==> src/rtl/apb_pkg.sv <==
// apb_pkg: shared definitions for the APB memory completer.
//   APB_ADDR_W / APB_DATA_W : default paddr and data widths
//   apb_cmp_state_e         : completer FSM states (IDLE, WAIT, RESP)
package apb_pkg;

    localparam int APB_ADDR_W = 32;
    localparam int APB_DATA_W = 32;

    typedef enum logic [1:0] {
        IDLE = 2'd0,
        WAIT = 2'd1,
        RESP = 2'd2
    } apb_cmp_state_e;

endpackage

==> src/rtl/apb_mem_completer.sv <==
// apb_mem_completer: APB completer backed by a word-indexed flop memory, with
// wait states that can be changed per transfer and a PSLVERR response for
// out-of-range indices.
//   pclk, prst_n   clock / asynchronous active-low reset
//   paddr          word index (not a byte address)
//   pwdata, pwrite write data / direction (1 = write)
//   psel, pen      APB select / enable
//   i_wait         wait states for the next transfer, sampled at its setup edge
//   o_prdata       read data, valid with o_pready on a read, held otherwise
//   o_pready       completion handshake (registered)
//   o_pslverr      error response, only high together with o_pready
module apb_mem_completer
    import apb_pkg::*;
#(
    parameter int DATA_W = APB_DATA_W,
    parameter int ADDR_W = APB_ADDR_W,
    parameter int DEPTH  = 32,
    parameter int WAIT_W = 4
) (
    input  logic              pclk,
    input  logic              prst_n,
    input  logic [ADDR_W-1:0] paddr,
    input  logic [DATA_W-1:0] pwdata,
    input  logic              pwrite,
    input  logic              psel,
    input  logic              pen,
    input  logic [WAIT_W-1:0] i_wait,
    output logic [DATA_W-1:0] o_prdata,
    output logic              o_pready,
    output logic              o_pslverr
);

    localparam int IDX_W = (DEPTH > 1) ? $clog2(DEPTH) : 1;

    apb_cmp_state_e state, state_d;

    logic [WAIT_W-1:0] cnt, cnt_d;
    logic [IDX_W-1:0]  idx_q;
    logic [DATA_W-1:0] wdata_q;
    logic              write_q;
    logic              err_q;

    logic              pready_d;
    logic              pslverr_d;
    logic [DATA_W-1:0] prdata_d;
    logic              setup;
    logic              commit;

    logic [DATA_W-1:0] mem [DEPTH];

    // Full-width unsigned compare: an index like 0x8000_0005 must error,
    // not alias onto word 5.
    logic              req_err;
    logic [IDX_W-1:0]  req_idx;
    assign req_err = (paddr >= ADDR_W'(DEPTH));
    assign req_idx = paddr[IDX_W-1:0];

    always_comb begin
        state_d   = state;
        cnt_d     = cnt;
        pready_d  = o_pready;
        pslverr_d = o_pslverr;
        prdata_d  = o_prdata;
        setup     = 1'b0;
        commit    = 1'b0;
        unique case (state)
            IDLE: begin
                pready_d  = 1'b0;
                pslverr_d = 1'b0;
                // pen is deliberately ignored here: any selected edge is a setup edge.
                if (psel) begin
                    setup = 1'b1;
                    cnt_d = i_wait;
                    if (i_wait == '0) begin
                        // Zero-wait: response uses the live bus, the latches load on this same edge.
                        state_d   = RESP;
                        pready_d  = 1'b1;
                        pslverr_d = req_err;
                        if (!pwrite) prdata_d = req_err ? '0 : mem[req_idx];
                    end else begin
                        state_d = WAIT;
                    end
                end
            end
            WAIT: begin
                if (!psel) begin
                    state_d   = IDLE;
                    pready_d  = 1'b0;
                    pslverr_d = 1'b0;
                end else if (pen) begin
                    // cnt is nonzero in WAIT; the guard keeps it from ever wrapping.
                    if (cnt != '0) cnt_d = cnt - 1'b1;
                    if (cnt == WAIT_W'(1)) begin
                        state_d   = RESP;
                        pready_d  = 1'b1;
                        pslverr_d = err_q;
                        if (!write_q) prdata_d = err_q ? '0 : mem[idx_q];
                    end
                end
            end
            RESP: begin
                if (!psel) begin
                    state_d   = IDLE;
                    pready_d  = 1'b0;
                    pslverr_d = 1'b0;
                end else if (pen) begin
                    state_d   = IDLE;
                    pready_d  = 1'b0;
                    pslverr_d = 1'b0;
                    commit    = write_q & ~err_q;
                end
            end
            default: begin
                state_d   = IDLE;
                pready_d  = 1'b0;
                pslverr_d = 1'b0;
            end
        endcase
    end

    always_ff @(posedge pclk or negedge prst_n) begin
        if (!prst_n) begin
            state     <= IDLE;
            cnt       <= '0;
            o_pready  <= 1'b0;
            o_pslverr <= 1'b0;
            o_prdata  <= '0;
            idx_q     <= '0;
            wdata_q   <= '0;
            write_q   <= 1'b0;
            err_q     <= 1'b0;
        end else begin
            state     <= state_d;
            cnt       <= cnt_d;
            o_pready  <= pready_d;
            o_pslverr <= pslverr_d;
            o_prdata  <= prdata_d;
            if (setup) begin
                idx_q   <= req_idx;
                wdata_q <= pwdata;
                write_q <= pwrite;
                err_q   <= req_err;
            end
        end
    end

    // Flop array so reset can clear every word; writes land only on completion.
    always_ff @(posedge pclk or negedge prst_n) begin
        if (!prst_n) begin
            for (int i = 0; i < DEPTH; i++) mem[i] <= '0;
        end else if (commit) begin
            mem[idx_q] <= wdata_q;
        end
    end

endmodule
==> config.mk <==
export PLATFORM = sky130hd
export DESIGN_NAME = apb_mem_completer
export DESIGN_NICKNAME = d
export VERILOG_FILES = /design/src/rtl/apb_pkg.sv /design/src/rtl/apb_mem_completer.sv
export SDC_FILE = /design/constraint.sdc
export NUM_CORES = 2
export LEC_CHECK = 0
export ABC_CLOCK_PERIOD_IN_PS = 2700
export BUFFER_PORTS_ARGS = -buffer_cell sky130_fd_sc_hd__buf_2
export CAP_MARGIN = 20
export CORE_MARGIN = 2
export CORE_UTILIZATION = 66
export CTS_BUF_LIST = sky130_fd_sc_hd__clkbuf_4 sky130_fd_sc_hd__clkbuf_8
export DETAILED_ROUTE_END_ITERATION = 8
export PLACE_DENSITY = 0.83
export SLEW_MARGIN = 15
export SYNTH_ARGS = -nofsm -noshare
export SYNTH_HDL_FRONTEND = slang
export SYNTH_SLANG_ARGS = --single-unit
==> constraint.sdc <==
create_clock -name pclk -period 2.7 [get_ports pclk]
set_input_delay 0.54 -clock pclk [delete_from_list [all_inputs] [get_ports pclk]]
set_output_delay 0.54 -clock pclk [all_outputs]
set_load 0.01 [all_outputs]
==> out/metrics.cfg <==
[pwr]
p_leak_nw = 31.6
p_per_area_nw_per_um2 = 597
irDropWorstVdd_uv = 559
total_power_mw = 39.0

[timing]
rsz0062_at_grt = false
finalSetupViolations = 0
fin_skew_ns = 0.0564
layout_min_cycle_time_ns = 2.60
finalSetupTns_ns = 0
drv_slew = 0
slew_headroom_pct = 18.7
max_freq_mhz = 384
tightest_slew_ns = 1.22
layout_worst_path_cycle_share_pct = 96.4
hold_viol = 0

[detailed_routing]
drt_iter0_drc = 5786
dr_total_vias = 41500
wl_met2_mm = 81.4
post-route-drc-count = 0
postRouteAntennaNets = 0
first_pass_iters = 8
routed_wirelength_mm = 188
highest_layer = met5
routedLengthMet1_mm = 66.6
viasPerCell = 7.50
avgRoutedWirePerCell_um = 33.9
met3_length_mm = 25.1

[global_routing]
grt_pass1_wl_mm = 279
antenna_found_initial = 6
grt_max_degree = 92
grt_pass1_vias = 42500
track_usage_pct = 42.6
grt_overflow = 0

[run]
max-cap-violations = 0

[synthesis]
synth_cell_types = 49
postSynthAreaPerCell_sq_um = 14.0
yosysWarnings = 0
synth_top_flop_cell = dfrtp_1
synth_cells = 4068
syn_area_sq_um = 57000
synth_seq_cells = 1103
syn-num-nets = 4143
synthArstFlopShare_pct = 100
seq_area_frac_synth_pct = 48.4
synth_edf_count = 0

[clocking]
cts_tree = built
htree_levels = 4
cts_inserted_buffers = 179
worstSkewPairLatency_ns = 0.90
cts_setup_buffers = 0
clk_pin_slew_worst_paths_ns = 0.06
clk_path_buf_depth = 3
cts_root_buf = clkbuf_8
clock_sinks = 1103

[die]
die_w_um = 298
ios = 107
core-area_sq_um = 85400
initial_core_util_pct = 66.7
num_rows = 107
die_y_um = 298
dieArea_sq_um = 88700

[cells_and_area]
final_common_cell = dfrtp_1
area_growth_syn_to_layout_pct = 14.8
layout.nets = 4317
finalNonFillerCells = 5540
drive_above_1_share_pct = 47.2
layout_common_cells = dfrtp_1 (1098), mux2_2 (1033), mux2i_1 (504)

[worst_setup_path]
cp-startpoint = err_q
worst-r2r-setup-slack_ns = 0.1
crit_type = flop to flop
r2r-start = err_q
arrival_ns = 3.33
timing.rr.end = mem[482]
crit_path_end_kind = flop
start_kind = flop
reg2reg_depth = 7
critPathRequiredTime_ns = 3.43
worstPathMaxFanout = 20

[placed_design]
dp.cells = 5164
port_buffers = 106
hpwl_mm = 110
routabilityCongestion = 0.917

[min_path]
holdPathStages = 5
hp-class = input port to flop
whs_endpoint = err_q
hold_start = paddr[15]

[run_status]
status = completed

==> power by group <==
part	switching [mW]	leakage, nW	internal, mW	total [mW]
registers	1.14	15.3	16.7	17.8
clock network	7.10	2.13	9.01	16.1
logic	3.12	14.1	1.98	5.10
==> how the worst max path moves through the flow <==
stage,endpoint,slack [ns],cells after the start
2_1_floorplan,o_prdata[21],0.46,6
3_3_place_gp,mem[674],0.08,8
3_5_place_dp,mem[488],0.04,8
4_1_cts,o_prdata[24],0.03,8
5_1_grt,mem[482],0.03,7
6_report,mem[482],0.1,7
==> metal layers <==
metal | up-vias | global-route usage [%]
met1 | 21200 | 55.8
met2 | 3262 | 61.5
li1 | 16100 | -
met5 | - | 0.271
met3 | 1028 | 14.5
met4 | 2 | 26.7
==> logic make-up (layout without fill, tap and decap cells) <==
group,Yosys count,in the layout,synth area share [%]
compound gates,463,463,5.11
fa+ha+maj,2,2,0.0439
buf+inv,421,742,3.36
flops,1103,1103,48.4
mux,1833,1833,40.4
other cells,0,7,0
simple gates,246,246,2.62
==> metrics by stage <==
stage | hold slack, ns | setup WS, ns | util [%] | instance area [sq um]
after CTS | 0.0776 | 0.0299 | 76.5 | 65300
after global placement | 0.493 | 0.0814 | 71.3 | 60900
after floorplan | 0.244 | 0.459 | - | 57000
final | 0.126 | 0.0959 | 76.5 | 65400
after global routing | 0.150 | 0.0287 | 76.5 | 65400
after detailed placement | 0.500 | 0.0393 | 71.3 | 60900
==> cells in the mapped netlist (27+ instances only) <==
library cell | instances | share of area [%]
dfrtp_1 | 1103 | 48
clkbuf_1 | 222 | 1.5
mux4_2 | 261 | 10
nand2_1 | 54 | 0.36
nor4_1 | 68 | 0.75
a22oi_1 | 32 | 0.42
buf_2 | 137 | 1.2
o22ai_1 | 372 | 4.1
mux2_2 | 1033 | 20
or4_1 | 32 | 0.42
mux2i_1 | 504 | 8.9
nor2_1 | 27 | 0.18
buf_1 | 27 | 0.18
o21ai_0 | 38 | 0.33
==> repair_timing <==
action / CTS / global route
endpoints found under the setup margin: 0 / 79
hold buffers: 39 / 0
endpoints found under the hold margin: 94 / 0
resized for setup: 0 / 4
==> worst max-delay path, cell delays in order, from the launching register on <==
cell and delay [ns]:
dfrtp_1 0.43, nand4b_1 0.36, nor3_1 0.32, buf_4 0.17, nand2_1 0.21, nor3_4 0.30
buf_12 0.25, mux2_2 0.38
==> cell type report <==
class	count	area, sq um
Multi-Input combinational cell	2544	27800
Sequential cell	1103	27600
Fill cell	5041	20000
Timing Repair Buffer	409	4540
Clock buffer	295	3680
Tap cell	1144	1430
Clock inverter	33	338
Inverter	5	18.8
Antenna cell	7	17.5
==> flip-flops by register name, indices dropped and copies added (netlist names) <==
| name | count |
|---|---|
| mem | 1024 |
| state | 2 |
| err_q | 1 |
| o_pready | 1 |
| o_pslverr | 1 |
| idx_q | 5 |
| o_prdata | 32 |
| wdata_q | 32 |
| write_q | 1 |
| cnt | 4 |
No activity file was read; power rests on OpenSTA's default activity.
